$ cat src/rtl/pattern_pkg.sv
// Shared opcodes, run-length limits and controller states
// for the nucleotide pattern encoder.
package pattern_pkg;

    localparam int LEN_W = 4;
    localparam logic [LEN_W-1:0] LEN_MAX = 4'd15;

    localparam logic [7:0] OP_END   = 8'h00;
    localparam logic [7:0] OP_LIT   = 8'h10;
    localparam logic [7:0] OP_ANY   = 8'h20;
    localparam logic [7:0] OP_NEXT2 = 8'h21;
    localparam logic [7:0] OP_NEXT3 = 8'h22;
    localparam logic [7:0] OP_UPTO  = 8'h30;

    typedef enum logic [2:0] {
        IDLE,
        RUN,
        EMIT_CNT,
        EMIT_LIT,
        EMIT_END
    } state_t;

endpackage

$ cat src/rtl/run_tracker.sv
// Holds the currently open run (nucleotide and length) and
// applies load, saturating increment and clear.
import pattern_pkg::*;

module run_tracker #(
    parameter int NW = 2
) (
    input  logic             clock,
    input  logic             reset,
    input  logic             load,
    input  logic             inc,
    input  logic             clear,
    input  logic [NW-1:0]    nuc,
    output logic [NW-1:0]    run_nuc,
    output logic [LEN_W-1:0] run_len,
    output logic             at_cap
);

    assign at_cap = (run_len == LEN_MAX);

    always_ff @(posedge clock) begin
        if (reset) begin
            run_nuc <= '0;
            run_len <= '0;
        end else if (load) begin
            run_nuc <= nuc;
            run_len <= 4'd1;
        end else if (inc && !at_cap) begin
            run_len <= run_len + 4'd1;
        end else if (clear) begin
            run_len <= '0;
        end
    end

endmodule

$ cat src/rtl/pattern_encoder.sv
// Run-length encoder: nucleotide stream in, count/literal/end
// pattern codes out, valid/ready on both sides.
import pattern_pkg::*;

module pattern_encoder #(
    parameter int NW = 2,
    parameter int PW = 8
) (
    input  logic          clock,
    input  logic          reset,
    input  logic          nuc_valid,
    input  logic [NW-1:0] nuc,
    input  logic          nuc_last,
    output logic          nuc_ready,
    output logic          pat_valid,
    output logic [PW-1:0] pattern,
    input  logic          pat_ready
);

    state_t state, state_n;

    logic [NW-1:0]    emit_nuc, enuc_n;
    logic [LEN_W-1:0] emit_len, elen_n;
    logic             last_seen, last_n;
    logic [PW-1:0]    pat_n;
    logic             pv_n;

    logic             load, inc, clear;
    logic [NW-1:0]    run_nuc;
    logic [LEN_W-1:0] run_len;
    logic             at_cap;

    logic             close;
    logic [NW-1:0]    c_nuc;
    logic [LEN_W-1:0] c_len;

    logic accept, xfer;

    function automatic logic [PW-1:0] lit(input logic [NW-1:0] n);
        return PW'(OP_LIT) + PW'(n);
    endfunction

    assign nuc_ready = (state == IDLE) || (state == RUN);
    assign accept    = nuc_valid && nuc_ready;
    assign xfer      = pat_valid && pat_ready;

    run_tracker #(.NW(NW)) u_run (
        .clock   (clock),
        .reset   (reset),
        .load    (load),
        .inc     (inc),
        .clear   (clear),
        .nuc     (nuc),
        .run_nuc (run_nuc),
        .run_len (run_len),
        .at_cap  (at_cap)
    );

    always_ff @(posedge clock) begin
        if (reset) begin
            state     <= IDLE;
            pat_valid <= 1'b0;
            pattern   <= PW'(OP_END);
            emit_nuc  <= '0;
            emit_len  <= '0;
            last_seen <= 1'b0;
        end else begin
            state     <= state_n;
            pat_valid <= pv_n;
            pattern   <= pat_n;
            emit_nuc  <= enuc_n;
            emit_len  <= elen_n;
            last_seen <= last_n;
        end
    end

    always_comb begin
        state_n = state;
        pat_n   = pattern;
        pv_n    = pat_valid;
        enuc_n  = emit_nuc;
        elen_n  = emit_len;
        last_n  = last_seen;
        load    = 1'b0;
        inc     = 1'b0;
        clear   = 1'b0;
        close   = 1'b0;
        c_nuc   = run_nuc;
        c_len   = run_len;

        unique case (state)
            IDLE: begin
                if (accept) begin
                    if (nuc_last) begin
                        last_n = 1'b1;
                        close  = 1'b1;
                        c_nuc  = nuc;
                        c_len  = 4'd1;
                    end else begin
                        load    = 1'b1;
                        state_n = RUN;
                    end
                end
            end
            RUN: begin
                if (accept) begin
                    if (nuc_last) last_n = 1'b1;
                    if (nuc == run_nuc && !at_cap) begin
                        // a last matching nucleotide closes the run in place
                        if (nuc_last) begin
                            close = 1'b1;
                            c_len = run_len + 4'd1;
                            clear = 1'b1;
                        end else begin
                            inc = 1'b1;
                        end
                    end else begin
                        close = 1'b1;
                        load  = 1'b1;
                    end
                end
            end
            EMIT_CNT: begin
                if (xfer) begin
                    state_n = EMIT_LIT;
                    pat_n   = lit(emit_nuc);
                end
            end
            EMIT_LIT: begin
                if (xfer) begin
                    if (last_seen && run_len != '0) begin
                        close = 1'b1;
                        clear = 1'b1;
                    end else if (last_seen) begin
                        state_n = EMIT_END;
                        pat_n   = PW'(OP_END);
                    end else begin
                        state_n = RUN;
                        pv_n    = 1'b0;
                    end
                end
            end
            EMIT_END: begin
                if (xfer) begin
                    last_n  = 1'b0;
                    state_n = IDLE;
                    pv_n    = 1'b0;
                    pat_n   = PW'(OP_END);
                end
            end
            default: state_n = IDLE;
        endcase

        if (close) begin
            enuc_n = c_nuc;
            elen_n = c_len;
            pv_n   = 1'b1;
            if (c_len != 4'd1) begin
                state_n = EMIT_CNT;
                pat_n   = PW'(c_len);
            end else begin
                state_n = EMIT_LIT;
                pat_n   = lit(c_nuc);
            end
        end
    end

endmodule

$ cat config.mk
export PLATFORM = sky130hd
export DESIGN_NAME = pattern_encoder
export DESIGN_NICKNAME = d
export VERILOG_FILES = /design/src/rtl/pattern_pkg.sv /design/src/rtl/run_tracker.sv /design/src/rtl/pattern_encoder.sv
export SDC_FILE = /design/constraint.sdc
export NUM_CORES = 1
export LEC_CHECK = 0
export CAP_MARGIN = 10
export CORE_MARGIN = 3
export CORE_UTILIZATION = 54
export DETAILED_ROUTE_END_ITERATION = 10
export MAX_ROUTING_LAYER = met4
export PLACE_DENSITY = 0.8
export SETUP_SLACK_MARGIN = 0.5
export SLEW_MARGIN = 10
export SYNTH_ARGS = -nofsm -noshare
export SYNTH_HDL_FRONTEND = slang
export SYNTH_SLANG_ARGS = --single-unit
$ cat constraint.sdc
create_clock -name clock -period 2.88 [get_ports clock]
set_clock_uncertainty 0.2 [all_clocks]
set_input_delay 0.576 -clock clock [delete_from_list [all_inputs] [get_ports clock]]
set_output_delay 0.576 -clock clock [all_outputs]
set_load 0.01 [all_outputs]
==> qor.txt <==
Outcome: finished clean
Worst setup SP type: input port
Count of cell types in the netlist: 47
Hold Vio Cnt, Final: 0
Root Driver: clkbuf_4
Synth Flop Type: dfxtp_1
Hold_buf cts: 0
Antenna viol nets, final: 0
CP endpoint: pattern[4]$_SDFFE_PP0P_
First-pass GRT wire length: 5260 um
Peak VDD IR: 0.381 mV
EDFF count, synth: 0
Power density cells: 423 nW/um^2
Reg2reg path depth: 6
DR vias: 1289
Max Freq: 432 MHz
RSZ-0062 raised after global routing: yes
I/O pin count: 17
CTS max path bufs: 2
Hold Path Depth: 2
Warnings, synthesis: 0
Die X: 54.2 um
GRT Overall Usage: 0.255
Max-cap violations: 0
Area Growth Syn to Fin: 23.5%
Hold Path Class: reg2reg
Initial Util: 0.602
Reg2reg setup slack: 570 ps
Design area: 1550 um^2
Initial antenna violation count: 0
Core ar.: 2080 um^2
Syn_area_per_cell: 8.04 um^2
Worst setup EP type: flip-flop
Synthesized area: 1250 um^2
CTS tree: built
Total CTS buffers: 3
Buffers on Ports: 13
Std cell rows: 16
Share of cells above drive strength 1: 0.212
DRC: 0
Chip Height: 54.2 um
Sequential-to-total area share from yosys stat: 0.287
Hold Slack: 284 ps
Slew HR: 0.666
Via density: 6.26
Measured slew at the worst slew-check pin: 499 ps
Diodes inserted: 0
Fillcell total: 152
Tcrit/Tclk final: 0.804
Post-synthesis async set-or-reset flop share: 0
First DRT Iteration DRCs: 80
Clock-pin slew on the worst setup and hold paths: 110 ps
Die ar.: 2940 um^2
Routability Congestion: 0.969
DRT Wirelength: 3310 um
CP Max Fanout: 5
Number of clock sinks: 18
Largest net degree at the start of global routing: 15
Worst r2r src: state[2]$_SDFFE_PP0P_
Total iterations of the first detailed-routing run: 4
Worst path required time: 2920 ps
Critical path class: in2reg
Reg2reg end: pattern[4]$_SDFFE_PP0P_
Setup violations, final: 0
Syn Inst Count: 156
P_leak: 0.614 nW
Number of synthesized register bits: 18
Sum Neg Setup Slack: 0 ps
Gr ovfl total: 0
Final core area utilization: 0.743
Worst setup path startpoint: nuc[0]
Max Slew Vio Count: 0
Final nets: 190
Arrival @ worst endpoint: 2350 ps
Placed cell area: 1440 um^2
HPWL after DPL: 2310 um
Clk Latency, worst-skew pair: 300 ps
Htree depth: 1
Per-cell routed wire length: 16.0 um
Period minus WS final: 2320 ps
Vias in the first global route: 1212
-- synth_stat cells, types with 2 or more instances --
library cell	count	area share
xnor2_2	2	0.026
a2bb2oi_1	3	0.021
o31a_1	2	0.014
nor3_1	5	0.020
inv_1	6	0.018
ha_1	3	0.030
clkbuf_1	3	0.0090
o21ai_0	7	0.028
nand2_1	8	0.024
buf_2	2	0.0080
mux2i_1	3	0.024
a21oi_1	7	0.028
or3_1	2	0.010
dfxtp_1	18	0.29
a211oi_2	4	0.040
nor2b_1	5	0.025
nand4_1	4	0.020
nand3_1	8	0.032
nor2_1	26	0.078
buf_4	3	0.018
a211oi_1	5	0.030
o21ai_1	5	0.020
-- through the flow --
step / total power (W) / setup WS [ps] / instances
global route: 0.000694 / 479 / 206
CTS: 0.000640 / 500 / 203
finish: 0.000654 / 564 / 206
global placement: 0.000479 / 55.1 / 198
floorplan: 0.000420 / 632 / 158
detailed placement: 0.000484 / 27.6 / 198
-- layout by cell type, fill, tap and decap left out, types with 3 or more instances in the layout --
master           instances
a211oi_1                 4
a211oi_2                 5
a21oi_1                  7
buf_4                   13
clkbuf_4                 3
clkdlybuf4s50_1          8
conb_1                   3
dfxtp_1                 16
dlygate4sd2_1            3
ha_1                     3
inv_1                    6
mux2i_1                  3
nand2_1                  8
nand3_1                  7
nand4_1                  4
nor2_1                  26
nor2b_1                  5
nor3_1                   5
o21ai_0                  7
o21ai_1                  4
-- timing repair --
action,CTS,global route
endpoints found under the setup margin,6,6
gates resized for setup,9,6
pin swaps,7,6
buffers inserted,1,3
-- worst min path at each step --
stage,endpoint,slack (ps),startpoint
2_1_floorplan,emit_nuc[0]$_SDFFE_PP0P_,270,emit_nuc[0]$_SDFFE_PP0P_
3_3_place_gp,pattern[1]$_SDFFE_PP0P_,260,pattern[1]$_SDFFE_PP0P_
3_5_place_dp,pattern[1]$_SDFFE_PP0P_,260,pattern[1]$_SDFFE_PP0P_
4_1_cts,pattern[1]$_SDFFE_PP0P_,280,pattern[1]$_SDFFE_PP0P_
5_1_grt,pattern[1]$_SDFFE_PP0P_,320,pattern[1]$_SDFFE_PP0P_
6_report,pattern[1]$_SDFFE_PP0P_,280,pattern[1]$_SDFFE_PP0P_
-- critical path, stage by stage --
cell           delay [ps]
dlygate4sd2_1         280
xnor2_2               250
nand3_2               120
a211o_1               370
or4_1                 540
a211oi_2              210
-- power by group --
part | leakage (nW) | total (W) | internal (W) | switching, W
logic | 0.445 | 0.000200 | 0.0000929 | 0.000107
registers | 0.148 | 0.000293 | 0.000268 | 0.0000254
clock network | 0.0210 | 0.000161 | 0.0000772 | 0.0000841
-- layout make-up --
cell class,count,area (um^2),share of cell area
clock buffer,4,36.3,0.0234
inverter,6,22.5,0.0146
multi-input combinational,125,863,0.558
sequential,18,363,0.234
tap,27,33.8,0.0218
timing repair buffer,26,229,0.148
-- sequential cells by signal, indices dropped and copies added, names as in the netlist --
| register | cells |
|---|---|
| state | 3 |
| pat_valid | 1 |
| u_run.run_nuc | 2 |
| last_seen | 1 |
| pattern | 5 |
| u_run.run_len | 4 |
| emit_nuc | 2 |
-- metal layers --
layer	vias to the layer above	track usage	wire length [um]
met5	-	-	0
met4	0	0.108	57
met3	7	0.0277	345
met2	73	0.414	1520
met1	591	0.319	1390
li1	618	-	-
-- logic make-up after synthesis --
logic type                 after synthesis  share of synthesized area
muxes                                    4                     0.0329
DFF                                     18                      0.287
AOI/OAI and AO/OA                       41                      0.238
other                                    1                    0.00299
buffers and inverters                   15                     0.0619
and+or+nand+nor                         72                      0.321
adders and majority gates                3                     0.0299
xor gates and xnor gates                 2                     0.0259
Power figures use the tool's default switching activity.
